===== config.mk =====
export PLATFORM = sky130hd
export DESIGN_NAME = seg7_scan_ctrl
export DESIGN_NICKNAME = d
export VERILOG_FILES = /design/src/rtl/seg7_scan_ctrl_pkg.sv /design/src/rtl/seg7_scan_ctrl_timer.sv /design/src/rtl/seg7_scan_ctrl.sv
export SDC_FILE = /design/constraint.sdc
export NUM_CORES = 1
export LEC_CHECK = 0
export ABC_AREA = 0
export CAP_MARGIN = 40
export CORE_ASPECT_RATIO = 1.4
export CORE_MARGIN = 4
export CORE_UTILIZATION = 33
export DETAILED_ROUTE_END_ITERATION = 8
export DONT_BUFFER_PORTS = 1
export GPL_ROUTABILITY_DRIVEN = 0
export MAX_ROUTING_LAYER = met4
export SLEW_MARGIN = 20
export SYNTH_ARGS = -nofsm -noshare
export SYNTH_HDL_FRONTEND = slang
export SYNTH_SLANG_ARGS = --single-unit

===== constraint.sdc =====
create_clock -name clk -period 2.2 [get_ports clk]
set_input_delay 0.22 -clock clk [delete_from_list [all_inputs] [get_ports clk]]
set_output_delay 0.22 -clock clk [all_outputs]
set_load 0.03 [all_outputs]

===== src/rtl/seg7_scan_ctrl_pkg.sv =====
// seg7_scan_ctrl_pkg: shared states, defaults and leading-zero helper for the seven-segment scanner
package seg7_scan_ctrl_pkg;
  typedef enum logic {ST_ON = 1'b0, ST_DEAD = 1'b1} scan_state_e;
  localparam int NUM_DIGITS = 4;
  localparam int DEF_DWELL = 50000;
  localparam int DEF_DEAD = 500;
  localparam int DEF_CW = 16;
  function automatic logic [NUM_DIGITS-1:0] lz_supp(input logic [15:0] d, input logic [3:0] p,
                                                     input logic lz);
    logic [NUM_DIGITS-1:0] s;
    s[3] = lz && (d[15:12] == 4'h0) && !p[3];
    s[2] = s[3] && (d[11:8] == 4'h0) && !p[2];
    s[1] = s[2] && (d[7:4] == 4'h0) && !p[1];
    s[0] = 1'b0;
    return s;
  endfunction
endpackage


===== src/rtl/seg7_scan_ctrl_timer.sv =====
// seg7_scan_ctrl_timer: ON/DEAD phase counter, digit select and frame-boundary strobe
module seg7_scan_ctrl_timer
  import seg7_scan_ctrl_pkg::*;
#(
  parameter int DWELL = DEF_DWELL,
  parameter int DEAD  = DEF_DEAD,
  parameter int CW    = DEF_CW
) (
  input  logic        clk,
  input  logic        rst_n,
  output scan_state_e state,
  output logic [1:0]  sel,
  output logic        boundary
);
  localparam logic [CW-1:0] DWELL_LAST = CW'(DWELL - 1);
  localparam logic [CW-1:0] DEAD_LAST  = CW'(DEAD - 1);
  scan_state_e   state_q, state_d;
  logic [CW-1:0] cnt_q, cnt_d;
  logic [1:0]    sel_q, sel_d;
  // next phase: ON runs DWELL clocks, DEAD runs DEAD clocks then advances the digit
  always_comb begin
    state_d = state_q;
    cnt_d   = cnt_q + 1'b1;
    sel_d   = sel_q;
    if (state_q == ST_ON && cnt_q == DWELL_LAST) begin
      state_d = ST_DEAD;
      cnt_d   = '0;
    end
    if (state_q == ST_DEAD && cnt_q == DEAD_LAST) begin
      state_d = ST_ON;
      cnt_d   = '0;
      sel_d   = sel_q + 2'd1;
    end
  end
  // phase registers; reset parks in DEAD on digit 3 so the first ON is a frame start
  always_ff @(posedge clk or negedge rst_n) begin
    if (!rst_n) begin
      state_q <= ST_DEAD;
      cnt_q   <= '0;
      sel_q   <= 2'd3;
    end else begin
      state_q <= state_d;
      cnt_q   <= cnt_d;
      sel_q   <= sel_d;
    end
  end
  assign state    = state_q;
  assign sel      = sel_q;
  assign boundary = (state_q == ST_DEAD) && (cnt_q == DEAD_LAST) && (sel_q == 2'd3);
endmodule


===== src/rtl/seg7_scan_ctrl.sv =====
// seg7_scan_ctrl: 4-digit seven-segment scan controller with tear-free updates and zero blanking
module seg7_scan_ctrl
  import seg7_scan_ctrl_pkg::*;
#(
  parameter int DWELL = DEF_DWELL,
  parameter int DEAD  = DEF_DEAD,
  parameter int CW    = DEF_CW
) (
  input  logic        clk,
  input  logic        rst_n,
  input  logic        upd_valid,
  input  logic [15:0] upd_data,
  input  logic [3:0]  upd_dp,
  input  logic        lz_en,
  output logic        upd_pending,
  output logic [1:0]  sel,
  output logic        en,
  output logic [3:0]  hex,
  output logic        dp,
  output logic        frame_tick
);
  scan_state_e            state;
  logic                   boundary;
  logic [15:0]            disp_q, disp_d, pend_data_q, pend_data_d;
  logic [3:0]             dp_reg_q, dp_reg_d, pend_dp_q, pend_dp_d;
  logic                   pend_q, pend_d, tick_q, tick_d;
  logic [NUM_DIGITS-1:0]  supp;

  seg7_scan_ctrl_timer #(.DWELL(DWELL), .DEAD(DEAD), .CW(CW)) u_timer (
    .clk      (clk),
    .rst_n    (rst_n),
    .state    (state),
    .sel      (sel),
    .boundary (boundary)
  );

  // pending content moves to the display only at a frame start; a new write always lands in pending
  always_comb begin
    disp_d      = disp_q;
    dp_reg_d    = dp_reg_q;
    pend_data_d = pend_data_q;
    pend_dp_d   = pend_dp_q;
    pend_d      = pend_q;
    tick_d      = boundary;
    if (boundary && pend_q) begin
      disp_d   = pend_data_q;
      dp_reg_d = pend_dp_q;
      pend_d   = 1'b0;
    end
    if (upd_valid) begin
      pend_data_d = upd_data;
      pend_dp_d   = upd_dp;
      pend_d      = 1'b1;
    end
  end

  // display, pending and tick registers
  always_ff @(posedge clk or negedge rst_n) begin
    if (!rst_n) begin
      disp_q      <= '0;
      dp_reg_q    <= '0;
      pend_data_q <= '0;
      pend_dp_q   <= '0;
      pend_q      <= 1'b0;
      tick_q      <= 1'b0;
    end else begin
      disp_q      <= disp_d;
      dp_reg_q    <= dp_reg_d;
      pend_data_q <= pend_data_d;
      pend_dp_q   <= pend_dp_d;
      pend_q      <= pend_d;
      tick_q      <= tick_d;
    end
  end

  assign supp        = lz_supp(disp_q, dp_reg_q, lz_en);
  assign hex         = disp_q[{sel, 2'b00} +: 4];
  assign dp          = dp_reg_q[sel];
  assign en          = (state == ST_ON) && !supp[sel];
  assign upd_pending = pend_q;
  assign frame_tick  = tick_q;
endmodule


# [Word-level counts from Yosys, hierarchy flattened]
# Index checks and enable logic that the tools add are counted.
[op_classes] add_sub_neg=2 n_mul=0 n_div=0 n_lt_le_gt_ge=1 n_eq_ne=3 shift=1 mux=10 bitwise=1 n_reduce_logical=20
[ops] cell="$mux W16" count=2
[ops] cell="$add A16 B1 Y16 const B" count=1
[ops] cell="$eq A16 B16 Y1 const B" count=1
[ops] cell="$eq A16 B9 Y1 const B" count=1
[ops] cell="$shiftx A16 B5 Y4" count=1
[ops] cell="$logic_not A4 Y1" count=3
[ops] cell="$logic_and A1 B1 Y1" count=11
[ops] cell="$mux W1" count=6
[ops] cell="$bmux W1 S2" count=2
[ops] cell="$logic_not A1 Y1" count=4
[ops] cell="$reduce_bool A2 Y1" count=2
[ops] cell="$lt A2 B3 Y1 const B" count=1
[ops] cell="$add A2 B1 Y2 const B" count=1
[ops] cell="$eq A2 B2 Y1 const B" count=1
[ops] cell="$not A1 Y1" count=1
[word_totals] reg_bits=61 latch_bits=0 ram_bits=0 romBits=0 inputBits=24 out_inout_bits=10 wordCells=47 mem_count=0

# [Logic depth before layout (Yosys ltp)]
[logic_depth] depth_word=11 ltp_mapped=7 mapped_depth_nobuf=5

# [By module]
# Synthesis repeated with hierarchy kept, for this count alone.
[hier_totals] hier_cells=193 hier_area_um2=2681.3
[modules_own_cells] mod="seg7_scan_ctrl" instances=1 cells_per_inst=106 area_per_inst_um2=1742.9 seq_area_each_um2=1051.0
[modules_own_cells] mod="seg7_scan_ctrl_timer" instances=1 cells_per_inst=87 area_per_inst_um2=938.4 seq_area_each_um2=479.2

# [Worst setup path before layout]
# Ideal clock, no wire load.
[synth_path] path_type="register to register" start="reg u_timer.cnt_q[11]" end="reg disp_q[0]" setup_ns=0.125 t_arrival_ns=2.163 required_time_ns=2.075 path_slack_ns=-0.088 stages_incl_launch_ff=7 path_buffers=2 period_less_slack_ns=2.288 cell_sequence="dfrtp_1 -> or4_4 -> or4_4 -> buf_6 -> nor2_8 -> buf_12 -> mux2_4"
[synth_via] elab_chain_len=4
[synth_lines] element="start, declared" line_no="seg7_scan_ctrl_timer.sv:18" text="logic [CW-1:0] cnt_q, cnt_d;"
[synth_lines] element="start signal, assigned" line_no="seg7_scan_ctrl_timer.sv:43" text="cnt_q <= cnt_d;"
[synth_lines] element="$eq A16 B9 Y1" line_no="seg7_scan_ctrl_timer.sv:49" text="assign boundary = (state_q == ST_DEAD) && (cnt_q == DEAD_LAST) && (sel_q == 2'd3);"
[synth_lines] element="$logic_and A1 B1 Y1 (2 in a row)" line_no="seg7_scan_ctrl_timer.sv:49"
[synth_lines] element="$logic_and A1 B1 Y1" line_no="seg7_scan_ctrl.sv:45" text="if (boundary && pend_q) begin"
[synth_lines] element="end signal, assigned" line_no="seg7_scan_ctrl.sv:67" text="disp_q <= disp_d;"
[synth_lines] element="end, declared" line_no="seg7_scan_ctrl.sv:24" text="logic [15:0] disp_q, disp_d, pend_data_q, pend_data_d;"
# No other way between the ends.
# A chain may end at the register's enable or synchronous reset.

# [Worst setup path in the final report]
[layout_path] start="reg u_timer.cnt_q[13]" end="reg disp_q[11]"
# The elaborated chain is that of the path after synthesis.

==> impl_metrics.csv <==
group,metric,value,unit
power,post-layout-total-power,2640,uW
route,antenna_violating_nets_post_route,0,
timing,setup_slack,-18.0,ps
global_routing,grt_pass1_wl,9.00,mm
critical_path,cp_slowest_stage_delay,570,ps
power,comb_power_share,0.028,
clock_network,cts_setup_buffers,0,
critical_path,cp.required,2410,ps
hold_path,hp-class,"in2reg",
power,seq_power_share,0.446,
logic_synthesis,yosys.area.top_type,"sky130_fd_sc_hd__dfrtp_1",
critical_path,worstSetupPathType,"reg2reg",
floorplanning,die_height,117,um
route,route.detailed.drc,0,
logic_synthesis,synth_common_cells,"sky130_fd_sc_hd__dfrtp_1, sky130_fd_sc_hd__mux2_2, sky130_fd_sc_hd__mux2_4, sky130_fd_sc_hd__nor2_1, sky130_fd_sc_hd__xnor2_1",
logic_synthesis,synth_edf_count,0,
place,detailedPlace.worstSlack,-17.9,ps
logic_synthesis,synthMostInstantiatedCell,"sky130_fd_sc_hd__dfrtp_1",
critical_path,worstPathCellList,"or4_4 -> or4_4 -> nor2_8 -> buf_12 -> mux2_4",
floorplanning,design.core.area,0.00820,sq mm
critical_path,setup.worst_path.end_class,"flop",
global_routing,maximum_number_of_pins_on_one_net_before_global_route_repair,62,
logic_synthesis,synth.lib_cells_used.distinct,34,
floorplanning,design.die.area,0.0100,sq mm
timing,finalSetupViolCount,14,
layout,design.final.nets,253,
timing,period_minus_slack,2220,ps
logic_synthesis,async_reset_ff_frac,1.00,
global_routing,grtUsageTotal,0.123,
global_routing,overflow,0,
logic_synthesis,synthesized_netlist_cell_count,198,
global_routing,number_of_global_route_vias_before_repair,1740,
power,power.leakage,0.00151,uW
critical_path,crit_slowest_cell,"sky130_fd_sc_hd__or4_4",
outcome,status,"complete, but fails checks",
clock_network,clk_pin_slew,60,ps
floorplanning,rows,39,
floorplanning,die_width,85.7,um
clock_network,cts_buffers,9,
critical_path,cpMostUsedCell,"sky130_fd_sc_hd__or4_4",
timing,slew_limit_fails,0,
power,sw_frac,0.214,
logic_synthesis,mappedNetlistArea,0.00279,sq mm
timing,timing.max_slew.rel_slack,0.460,
outcome,violated_checks,"setup timing",
timing,final_hold_vio_count,0,
power,p_int,2080,uW
layout,finalInstanceArea,0.00339,sq mm
power,power.ir.vdd_worst,422,uV
critical_path,critPathLaunchType,"flop",
clock_network,clock_sink_count,61,
critical_path,reg2regPathDepth,5,
logic_synthesis,synth_top_area_frac,0.520,
clock_network,cts-root-to-sink-buffers,2,
critical_path,critical_path_peak_fanout,14,
route,routed_wl_per_cell,16.2,um
timing,max_clock_freq,451,MHz
run,maximum_capacitance_violations,0,
clock_network,htree_levels,3,
hold_path,min_path_cells,1,
route,detail_route.vias_per_cell,4.80,
power,total_switching_power,566,uW
place,dpl-instance-area,0.00304,sq mm
place,port_buffers,0,
logic_synthesis,synth_area_leaders,"sky130_fd_sc_hd__dfrtp_1, sky130_fd_sc_hd__mux2_4, sky130_fd_sc_hd__mux2_2",
floorplanning,effective_utilization_at_floorplan,0.340,
timing,worst_pin_slew,806,ps
place,detailed_place_hpwl,3.84,mm
power,clkPwrFrac,0.526,
layout,syn_to_final_growth,21.7,%
logic_synthesis,post_synth.cell_area_avg,14.1,sq um
floorplanning,io_pins,34,
route,dr.pass1.iters,4,
global_routing,antenna_found_initial,1,
layout,drive_above_1_share,0.422,
power,power_per_cell_area,779,mW/mm^2
route,detailedRoute.firstIterationViolations,62,
timing,period_share,1.01,
route,routed-via-count,1609,
logic_synthesis,flops_latches_synth,61,
logic_synthesis,yosys_most_used_dff,"sky130_fd_sc_hd__dfrtp_1",
timing,fin_skew,5.73,ps
clock_network,root_buffer,"sky130_fd_sc_hd__clkbuf_16",
logic_synthesis,synth_fp_nets,224,
critical_path,critical_path_arrival,2420,ps
clock_network,clock_tree_from_tritoncts,"yes",
logic_synthesis,yosysWarnings,0,
route,drt-total-wl,5.42,mm
timing,rsz0062_at_grt,"yes",
logic_synthesis,synth_sequential_area_ratio,0.549,
clock_network,clock_latency,330,ps
final timing paths:
path | from | endpoint | slack [ps]
max | u_timer.cnt_q[13]$_DFF_PN0_ | disp_q[11]$_DFFE_PN0P_ | -20
min | upd_data[2] | pend_data_q[2]$_DFFE_PN0P_ | 40
max reg2reg | u_timer.cnt_q[13]$_DFF_PN0_ | disp_q[11]$_DFFE_PN0P_ | -20
min reg2reg | pend_data_q[8]$_DFFE_PN0P_ | disp_q[8]$_DFFE_PN0P_ | 510
max in group asynchronous | rst_n | u_timer.sel[1]$_DFFE_PN1N_ | 1440
min in group asynchronous | rst_n | u_timer.cnt_q[2]$_DFF_PN0_ | 460
state kept, by name, indices dropped and copies added, names as in the netlist:
register	flops
dp_reg_q	4
upd_pending	1
u_timer.cnt_q	16
pend_dp_q	4
u_timer.sel	2
frame_tick	1
u_timer.state	1
pend_data_q	16
disp_q	16
cell families after synthesis:
logic type                 after synthesis  share of synthesized area
AOI/OAI and AO/OA                        6                     0.0112
xor gates and xnor gates                15                     0.0471
adders and majority gates                2                    0.00897
buffers and inverters                   12                     0.0310
DFF                                     61                      0.549
muxes                                   46                      0.233
and+or+nand+nor                         56                      0.120
worst max-delay path, delay by kind of cell, from the launching register on:
family / cells / cell delay, ps
flops: 1 / 370
simple gates: 3 / 1240
buf+inv: 1 / 170
mux: 1 / 300
power by group through the flow:
stage          clock network [uW]  registers (uW)  logic [uW]
2_1_floorplan                   0            1190        46.0
3_3_place_gp                    0            1200        42.1
3_5_place_dp                    0            1200        43.9
4_1_cts                      1430            1180        76.0
5_1_grt                      1480            1190        83.4
6_report                     1390            1180        73.6
layer usage:
layer	GRT usage	vias up	routed length, um
met5	-	-	0
met4	0.0444	0	72
met3	0.0504	10	330
met2	0.193	31	2650
met1	0.141	808	2370
li1	-	760	-
cells in the final DEF (no fill, tap or decap), types with 4 or more instances in the layout:
cell type	netlist	routed
sky130_fd_sc_hd__buf_4	0	21
sky130_fd_sc_hd__clkbuf_16	0	9
sky130_fd_sc_hd__clkinvlp_4	0	5
sky130_fd_sc_hd__dfrtp_1	58	58
sky130_fd_sc_hd__inv_1	5	5
sky130_fd_sc_hd__mux2_2	21	21
sky130_fd_sc_hd__mux2_4	20	20
sky130_fd_sc_hd__mux4_2	5	5
sky130_fd_sc_hd__nand2_1	4	4
sky130_fd_sc_hd__nand3_1	5	5
sky130_fd_sc_hd__nand4_1	5	5
sky130_fd_sc_hd__nor2_1	19	19
sky130_fd_sc_hd__nor3_1	4	4
sky130_fd_sc_hd__o21ai_0	4	4
sky130_fd_sc_hd__xnor2_1	10	10
sky130_fd_sc_hd__xor2_1	5	5
per-stage QoR:
step	std cells	utilization	TNS (ps)	hold slack [ps]
after floorplan	198	-	-1040	-75.6
after global placement	315	0.371	0	-73.0
after detailed placement	315	0.371	-202	-73.1
after CTS	334	0.414	-243	27.5
after global routing	335	0.414	-627	27.8
final	335	0.414	-182	41.3
timing repair:
item                                    CTS  global route
cloned                                    0             0
hold endpoints to repair                 62             0
hold buffers                              3             0
endpoints found under the setup margin   14            18
resized for setup                         1             0
layout make-up:
cell class / instances / area [sq um]
diodes: 1 / 2.50
repair buffers: 25 / 225
well taps: 102 / 128
fillers: 774 / 4800
clock buffers: 9 / 225
inverters: 5 / 18.8
multi-input cells: 125 / 1190
flip-flops and latches: 61 / 1530
clock inverters: 7 / 76.3
Power figures use the tool's default switching activity.
